File: src/rtl/div_stall_unit_pkg.sv
// Shared definitions for the EX-stage divider: stall bus layout, stall levels,
// FSM encodings and default width.
package div_stall_unit_pkg;

    localparam int unsigned StallBusW = 6;
    localparam int unsigned DivWidth  = 32;

    localparam logic Stop   = 1'b1;
    localparam logic NoStop = 1'b0;

    // Controller response when EX is the stall source: PC, IF, ID and EX held.
    localparam logic [StallBusW-1:0] StallByEx = 6'b001111;

    localparam logic [1:0] DIV_IDLE = 2'b00;
    localparam logic [1:0] DIV_ZERO = 2'b01;
    localparam logic [1:0] DIV_ON   = 2'b10;
    localparam logic [1:0] DIV_END  = 2'b11;

endpackage

File: src/rtl/div_stall_unit_iter_step.sv
// One combinational restoring-division step: shift {rem,dq} left by one,
// trial-subtract the divisor and shift the resulting quotient bit into dq.
module div_iter_step #(
    parameter int unsigned WIDTH = 32
) (
    input  logic [WIDTH-1:0] rem_i,
    input  logic [WIDTH-1:0] dq_i,
    input  logic [WIDTH-1:0] divisor_i,
    output logic [WIDTH-1:0] rem_o,
    output logic [WIDTH-1:0] dq_o
);

    logic [WIDTH:0] shifted;
    logic [WIDTH:0] diff;
    logic           q_bit;

    always_comb begin
        shifted = {rem_i, dq_i[WIDTH-1]};
        diff    = shifted - {1'b0, divisor_i};
        q_bit   = ~diff[WIDTH];
        rem_o   = q_bit ? diff[WIDTH-1:0] : shifted[WIDTH-1:0];
        dq_o    = {dq_i[WIDTH-2:0], q_bit};
    end

endmodule

File: src/rtl/div_stall_unit.sv
// Multi-cycle DIV/DIVU unit in EX that raises the EX stall request while busy.
// Optional macro DIV_FAST_ZERO_EN: short-cut path for a zero divisor.
module div_stall_unit
    import div_stall_unit_pkg::*;
#(
    parameter int unsigned WIDTH = DivWidth,
    parameter int unsigned CNT_W = 6
) (
    input  logic                 clk,
    input  logic                 rst,
    input  logic                 start,
    input  logic                 signed_op,
    input  logic [WIDTH-1:0]     op_a,
    input  logic [WIDTH-1:0]     op_b,
    input  logic                 annul,
    input  logic [StallBusW-1:0] stall,
    output logic                 stallreq_for_ex,
    output logic                 ready,
    output logic [WIDTH-1:0]     quotient,
    output logic [WIDTH-1:0]     remainder
);

    logic [1:0]       state_q, state_d;
    logic [CNT_W-1:0] cnt_q, cnt_d;
    logic [WIDTH-1:0] rem_q, rem_d;
    logic [WIDTH-1:0] dq_q, dq_d;
    logic [WIDTH-1:0] dvs_q, dvs_d;
    logic [WIDTH-1:0] quo_q, quo_d;
    logic [WIDTH-1:0] remo_q, remo_d;
    logic             qsign_q, qsign_d;
    logic             rsign_q, rsign_d;

    logic [WIDTH-1:0] step_rem, step_dq;
    logic [WIDTH-1:0] a_mag, b_mag;
    logic             ex_free, start_ok;

    div_iter_step #(.WIDTH(WIDTH)) u_step (
        .rem_i    (rem_q),
        .dq_i     (dq_q),
        .divisor_i(dvs_q),
        .rem_o    (step_rem),
        .dq_o     (step_dq)
    );

    assign a_mag = (signed_op && op_a[WIDTH-1]) ? -op_a : op_a;
    assign b_mag = (signed_op && op_b[WIDTH-1]) ? -op_b : op_b;

    // EX is free unless a later stage holds it; a bare EX stall is taken as our own,
    // which keeps the request independent of the stall bus (no combinational loop).
    assign ex_free  = ~stall[3] | (stall == StallByEx);
    assign start_ok = start & ~annul & ex_free;

    always_comb begin
        state_d = state_q;
        cnt_d   = cnt_q;
        rem_d   = rem_q;
        dq_d    = dq_q;
        dvs_d   = dvs_q;
        quo_d   = quo_q;
        remo_d  = remo_q;
        qsign_d = qsign_q;
        rsign_d = rsign_q;

        case (state_q)
            DIV_IDLE: begin
                if (start_ok) begin
                    rem_d   = '0;
                    dq_d    = a_mag;
                    dvs_d   = b_mag;
                    qsign_d = (op_a[WIDTH-1] ^ op_b[WIDTH-1]) & signed_op;
                    rsign_d = op_a[WIDTH-1] & signed_op;
                    cnt_d   = '0;
`ifdef DIV_FAST_ZERO_EN
                    state_d = (op_b == '0) ? DIV_ZERO : DIV_ON;
`else
                    state_d = DIV_ON;
`endif
                end
            end
            DIV_ON: begin
                rem_d = step_rem;
                dq_d  = step_dq;
                cnt_d = cnt_q + 1'b1;
                if (cnt_q == CNT_W'(WIDTH - 1)) begin
                    state_d = DIV_END;
                    quo_d   = qsign_q ? -step_dq : step_dq;
                    remo_d  = rsign_q ? -step_rem : step_rem;
                end
            end
`ifdef DIV_FAST_ZERO_EN
            DIV_ZERO: begin
                state_d = DIV_END;
                quo_d   = qsign_q ? -{WIDTH{1'b1}} : {WIDTH{1'b1}};
                remo_d  = rsign_q ? -dq_q : dq_q;
            end
`endif
            DIV_END: state_d = DIV_IDLE;
            default: state_d = DIV_IDLE;
        endcase

        if (annul) begin
            state_d = DIV_IDLE;
            cnt_d   = '0;
            quo_d   = quo_q;
            remo_d  = remo_q;
        end
    end

    always_comb begin
        stallreq_for_ex = NoStop;
        if (rst && !annul) begin
            case (state_q)
                DIV_IDLE: stallreq_for_ex = start ? Stop : NoStop;
                DIV_ON:   stallreq_for_ex = Stop;
`ifdef DIV_FAST_ZERO_EN
                DIV_ZERO: stallreq_for_ex = Stop;
`endif
                default:  stallreq_for_ex = NoStop;
            endcase
        end
        ready = rst & ~annul & (state_q == DIV_END);
    end

    always_ff @(posedge clk or negedge rst) begin
        if (!rst) begin
            state_q <= DIV_IDLE;
            cnt_q   <= '0;
            rem_q   <= '0;
            dq_q    <= '0;
            dvs_q   <= '0;
            quo_q   <= '0;
            remo_q  <= '0;
            qsign_q <= 1'b0;
            rsign_q <= 1'b0;
        end else begin
            state_q <= state_d;
            cnt_q   <= cnt_d;
            rem_q   <= rem_d;
            dq_q    <= dq_d;
            dvs_q   <= dvs_d;
            quo_q   <= quo_d;
            remo_q  <= remo_d;
            qsign_q <= qsign_d;
            rsign_q <= rsign_d;
        end
    end

    assign quotient  = quo_q;
    assign remainder = remo_q;

endmodule

File: config.mk
export PLATFORM = sky130hd
export DESIGN_NAME = div_stall_unit
export DESIGN_NICKNAME = d
export VERILOG_FILES = /design/src/rtl/div_stall_unit_pkg.sv /design/src/rtl/div_stall_unit_iter_step.sv /design/src/rtl/div_stall_unit.sv
export SDC_FILE = /design/constraint.sdc
export NUM_CORES = 1
export LEC_CHECK = 0
export CAP_MARGIN = 20
export CORE_ASPECT_RATIO = 1.1
export CORE_UTILIZATION = 29
export CTS_BUF_LIST = sky130_fd_sc_hd__clkbuf_8
export DETAILED_ROUTE_END_ITERATION = 7
export PLACE_DENSITY_LB_ADDON = 0.15
export RECOVER_POWER = 100
export SYNTH_ARGS = -nofsm -noshare
export SYNTH_HDL_FRONTEND = slang
export SYNTH_HIERARCHICAL = 1
export SYNTH_SLANG_ARGS = --single-unit
export TNS_END_PERCENT = 30
File: constraint.sdc
create_clock -name clk -period 4.37 [get_ports clk]
set_clock_uncertainty 0.05 [all_clocks]
set_input_delay 0.874 -clock clk [delete_from_list [all_inputs] [get_ports clk]]
set_output_delay 0.874 -clock clk [all_outputs]
set_load 0.05 [all_outputs]
-- Yosys cells after proc, flatten, opt, wreduce, memory -nomap -nowiden
Cells that the tools add are included.
- bits in registers: 170
- latch bits: 0
- bits in writable memories: 0
- ROM bits: 0
- bits of input ports: 75
- output and inout bits: 66
- logic and storage cells: 64
- memories: 0
- add/sub/neg operators: 6
- multipliers: 0
- divide/modulo/power cells: 0
- order comparisons: 0
- equality and inequality tests: 7
- shift-type cells: 0
- muxes and demuxes: 19
- bitwise gates (word level): 11
- reductions and logical operators: 12
- operator list (kind ; count):
    two-way mux 32 bit ; 7
    negation 32 bit ; 4
    case mux 32 bit (2 select lines) ; 2
    subtractor 33 x 32 -> 33 bit ; 1
    two-way mux 6 bit ; 2
    case mux 6 bit (2 select lines) ; 1
    AND reduction 2 bit ; 4
    adder 6 x 1 -> 6 bit, second input constant ; 1
    bitwise AND 1 bit ; 6
    == test 6 x 4 -> 1 bit, second input constant ; 1
    == test 6 x 5 -> 1 bit, second input constant ; 1
    two-way mux 2 bit ; 3
    inequality test 3 bit, second input constant ; 2
    == test 2 bit, second input constant ; 2
    case mux 2 bit (2 select lines) ; 1
    logical AND 1 bit ; 3
    NOT 1 bit ; 3
    AND reduction 3 bit ; 1
    nonzero test 3 bit ; 1
    logical NOT 2 bit ; 1
    two-way mux 1 bit ; 2
    inequality test 2 bit, second input constant ; 1
    case mux 1 bit (2 select lines) ; 1
    nonzero test 2 bit ; 1
    other kinds (3) ; 3

-- Logic depth before layout (Yosys ltp)
- depth after elaboration: 6
- depth in mapped cells: 22
- depth with buffers taken out: 20

-- Cells and area by module
Netlist, hierarchy kept.
- by module, submodules not included (module ; times used ; cells each ; area an instance (µm²) ; sequential area each (µm²)):
    div_stall_unit ; 1 ; 963 ; 9026.2 ; 4254.1
    div_iter_step ; 1 ; 343 ; 2496.1 ; 0.0

-- Worst setup path after synthesis
Ideal clock, no wire load.
- kind: reg2reg
- start: register dq_q[31]
- end: register remo_q[24] (netlist: remainder[24])
- setup time: 0.132 ns
- arrival: 4.432 ns
- required time: 4.188 ns
- setup slack: -0.244 ns
- stages on the path, launching flop included: 21
- path buffers: 1
- clock period less this slack: 4.614 ns
- cells stage by stage: dfrtp_1 inv_1 ha_1 fa_1 and2b_1 o2111ai_1 a21oi_2 o2111ai_1 a211oi_2 nor2_2 mux2i_1 and2_4 inv_2 buf_6 mux2_4 or4_1 nor4_4 nand3_1 o41ai_2 xor2_1 o21ai_1
- word-level cells in the longest chain between the ends: 4
- ends and longest elaborated chain (element ; line ; text):
    from (decl) ; div_stall_unit.sv:26 ; logic [WIDTH-1:0] dq_q, dq_d;
    from (signal assigned) ; div_stall_unit.sv:139 ; dq_q <= dq_d;
    subtractor 33 x 32 -> 33 bit ; div_stall_unit_iter_step.sv:19 ; diff = shifted - {1'b0, divisor_i};
    two-way mux 32 bit ; div_stall_unit_iter_step.sv:21 ; rem_o = q_bit ? diff[WIDTH-1:0] : shifted[WIDTH-1:0];
    net step_rem[9] ; div_stall_unit.sv:33 ; logic [WIDTH-1:0] step_rem, step_dq;
    negation 32 bit ; div_stall_unit.sv:87 ; remo_d = rsign_q ? -step_rem : step_rem;
    two-way mux 32 bit ; div_stall_unit.sv:87 ;
    to (signal assigned) ; div_stall_unit.sv:142 ; remo_q <= remo_d;
    to (decl) ; div_stall_unit.sv:29 ; logic [WIDTH-1:0] remo_q, remo_d;
The timed path passes the listed nets, and every way through them passes these cells.
A chain may end at the register's enable or synchronous reset.

-- Final worst setup path
- start: register dvs_q[0]
- end: register remo_q[24] (netlist: remainder[24])
- word-level cells in the longest chain between the ends: 4
- ends and longest elaborated chain (element ; line ; text):
    from (decl) ; div_stall_unit.sv:27 ; logic [WIDTH-1:0] dvs_q, dvs_d;
    from (signal assigned) ; div_stall_unit.sv:140 ; dvs_q <= dvs_d;
    subtractor 33 x 32 -> 33 bit ; div_stall_unit_iter_step.sv:19 ;
    two-way mux 32 bit ; div_stall_unit_iter_step.sv:21 ;
    net step_rem[9] ; div_stall_unit.sv:33 ;
    negation 32 bit ; div_stall_unit.sv:87 ;
    two-way mux 32 bit ; div_stall_unit.sv:87 ;
The timed path passes the listed nets, and every way through them passes these cells.

==> results.py <==
metrics = {
    "status": {
        "status": "finished, violations left",
        "violations": "capacitance limit, slew limit, setup timing",
    },
    "run": {
        "drv_cap": 3,
    },
    "clocking": {
        "clk_pin_slew_ps": 100,
        "cts_tree": "yes",
        "clk_path_buf_depth": 2,
        "cts.sinks": 170,
        "cts_buffers": 17,
        "worst_skew_pair.late_latency_ps": 510,
        "h-tree-depth": 4,
        "hold_buffers": 0,
        "root_buffer": "clkbuf_8",
    },
    "placed_design": {
        "place_area_um2": 14000,
        "finalWeightedCongestion": 0.836,
        "io_buffer_count": 140,
        "dp_hpwl_um": 26700,
    },
    "synthesis": {
        "netlist.top_cell.by_area": "dfrtp_1",
        "synthFlopType": "dfrtp_1",
        "syn_avg_cell_area_um2": 8.82,
        "synth_top_area_share_pct": 36.9,
        "syn-num-nets": 1419,
        "synth_cell_type_count": 78,
        "ys_top_cells_by_area": "dfrtp_1 37%, xor2_1 6.8%, nand2_1 4.8%",
        "netlist_instances": 1306,
        "ys_async_sr_fraction_pct": 100,
        "ys_seq_area_share_pct": 36.9,
        "synth_edf_count": 0,
        "yosysWarnings": 6,
        "ys_ff_latch": 170,
        "synth_area_um2": 11500,
    },
    "cells_and_area": {
        "drive_above_1_share_pct": 17.0,
        "layout_common_cells": "170 x dfrtp_1, 146 x nand2_1, 115 x buf_4",
        "utilization_pct": 37.6,
        "n_fill_cell": 4085,
        "n_antenna_cell": 0,
        "mostFrequentLayoutCell": "dfrtp_1",
        "nets": 1602,
        "finish.instance_area_um2": 14700,
        "area_growth_pct": 27.8,
    },
    "sta": {
        "setup_viol": 14,
        "final_period_minus_worst_setup_slack_ps": 4520,
        "hold_viol": 0,
        "tightest_slew_ps": 2870,
        "fmax_ghz": 0.221,
        "fin_ws_ps": -147,
        "rsz0062_at_grt": "yes",
        "whs_ps": 434,
        "fin_crit_sh_pct": 103,
        "relSlewSlack_pct": -91.1,
        "final_max_slew_viol_count": 174,
    },
    "global_routing": {
        "grt_first_pass_wirelength_um": 55700,
        "track_usage_pct": 17.7,
        "grt_max_degree": 65,
        "grt_pass1_vias": 9863,
        "grt-ovfl-total": 0,
        "antenna_found_initial": 0,
    },
    "drt": {
        "routedWlPerCell_um": 17.4,
        "wl_met2_um": 14800,
        "top_layer": "met4",
        "dr.pass1.iters": 5,
        "drt_iter0_drc": 582,
        "totalWireLength_um": 35000,
        "vias_per_cell": 5.01,
        "wl_met3_um": 1470,
        "met1_length_um": 18200,
        "vias": 10060,
        "ant_nets": 0,
        "route.detailed.drc": 0,
    },
    "floorplan": {
        "ioPinCount": 141,
        "die_h_um": 211,
        "initial_core_util_pct": 29.4,
        "core_um2": 39200,
        "fp-row-count": 76,
        "die-area_um2": 40500,
        "die_x_um": 192,
    },
    "setup_path": {
        "cp-start-kind": "flop",
        "critical_path_class": "reg -> reg",
        "worstSetupEndpointType": "flop",
        "worstPathArrival_ps": 4850,
        "critical_path_required_ps": 4700,
        "crit_fanout": 9,
    },
    "power": {
        "power.total_w": 0.0103,
        "p_leak_nw": 6.27,
        "powerDensity_nw_per_um2": 701,
        "ir_drop_uv": 372,
    },
    "min_path": {
        "hp-class": "reg -> reg",
    },
}
## timing repair
action | in CTS | in global routing
endpoints found under the setup margin | 32 | 42
setup buffers | 3 | 4
pin swaps | 8 | 20
resized for setup | 10 | 57
hold endpoints to repair | 0 | 0
## Yosys cell counts (all sizes together), types with 8 or more instances
| master | n |
|---|---|
| a22o | 29 |
| mux2 | 24 |
| nor2 | 57 |
| nor4 | 21 |
| a31oi | 11 |
| xor2 | 89 |
| clkbuf | 58 |
| dfrtp | 170 |
| nand3 | 30 |
| nand2b | 10 |
| ha | 37 |
| nand2 | 148 |
| xnor2 | 54 |
| and3 | 8 |
| buf | 43 |
| a21o | 19 |
| o21ai | 181 |
| a21oi | 57 |
| or4 | 12 |
| o31ai | 25 |
| o41ai | 15 |
| a22oi | 29 |
| or3 | 11 |
| inv | 51 |
| nor3 | 22 |
| nand4 | 11 |
## cells by family after synthesis
family                     after synthesis  synth area share [%]
and+or+nand+nor                        372                  16.3
buffers and inverters                  153                  6.27
DFF                                    170                  36.9
adders and majority gates               38                  4.19
xor gates and xnor gates               143                  10.9
AOI/OAI and AO/OA                      402                  22.2
muxes                                   28                  3.31
## per-stage QoR
stage               std cells  worst slack [ps]  TNS, ps
global placement         1970              -145    -1560
finish                   2009              -147    -1300
CTS                      2005              -159    -2000
detailed placement       1970              -206    -3000
floorplan                1306              -169     -507
global route             2009              -446    -8750
## area by class of cell
class | count | area, um^2 | area share [%]
clock buffers | 18 | 248 | 1.68
clock inverters | 14 | 111 | 0.756
inverters | 52 | 200 | 1.36
multi-input cells | 983 | 6950 | 47.2
flip-flops and latches | 170 | 4250 | 28.9
well taps | 507 | 634 | 4.31
repair buffers | 265 | 2320 | 15.8
## report_power, final
part	internal, W	leakage (nW)	switching, W
Clock	0.000420	0.176	0.000674
Sequential	0.00187	2.11	0.000388
Combinational	0.00322	3.98	0.00375
Total	0.00551	6.27	0.00482
## state kept, by name, indices dropped and copies added, names as in the netlist
register and cells:
cnt_q 6, dq_q 32, dvs_q 32, qsign_q 1, quotient 32, rem_q 32
remainder 32, rsign_q 1, state_q 2
## critical path, cell delays in order, from the launching register on
cell and delay (ps):
dfrtp_1 400, ha_2 200, fa_2 330, and2b_1 240
o2111ai_2 130, a21oi_2 190, o2111ai_2 160, a211oi_2 230
nor2_2 80, mux2i_1 200, and2_4 210, inv_6 70
mux2_4 300, or4_4 540, nor4_4 310, buf_6 180
nand3_4 100, o41ai_4 220, xor2_1 180, o21ai_1 70
## final timing paths
| kind | start | slack [ps] | depth (start not counted) | to |
|---|---|---|---|---|
| hold / removal | dvs_q[19]$_DFFE_PN0P_ | 430 | 2 | dvs_q[19]$_DFFE_PN0P_ |
| setup / recovery | dvs_q[0]$_DFFE_PN0P_ | -150 | 19 | remainder[24]$_DFFE_PN0P_ |
| min in group asynchronous | rst | 1120 | 2 | remainder[25]$_DFFE_PN0P_ |
| hold reg to reg | dvs_q[19]$_DFFE_PN0P_ | 430 | 2 | dvs_q[19]$_DFFE_PN0P_ |
| setup reg to reg | dvs_q[0]$_DFFE_PN0P_ | -150 | 19 | remainder[24]$_DFFE_PN0P_ |
| max in group asynchronous | rst | 890 | 3 | dq_q[13]$_DFFE_PN0P_ |
## per-layer routing
layer | up-vias | track usage (%)
li1 | 5036 | -
met1 | 4791 | 26.8
met4 | 0 | 5.05
met2 | 203 | 25.5
met5 | - | 0
met3 | 30 | 2.91
Note: power is estimated with default switching activity, not from simulation.
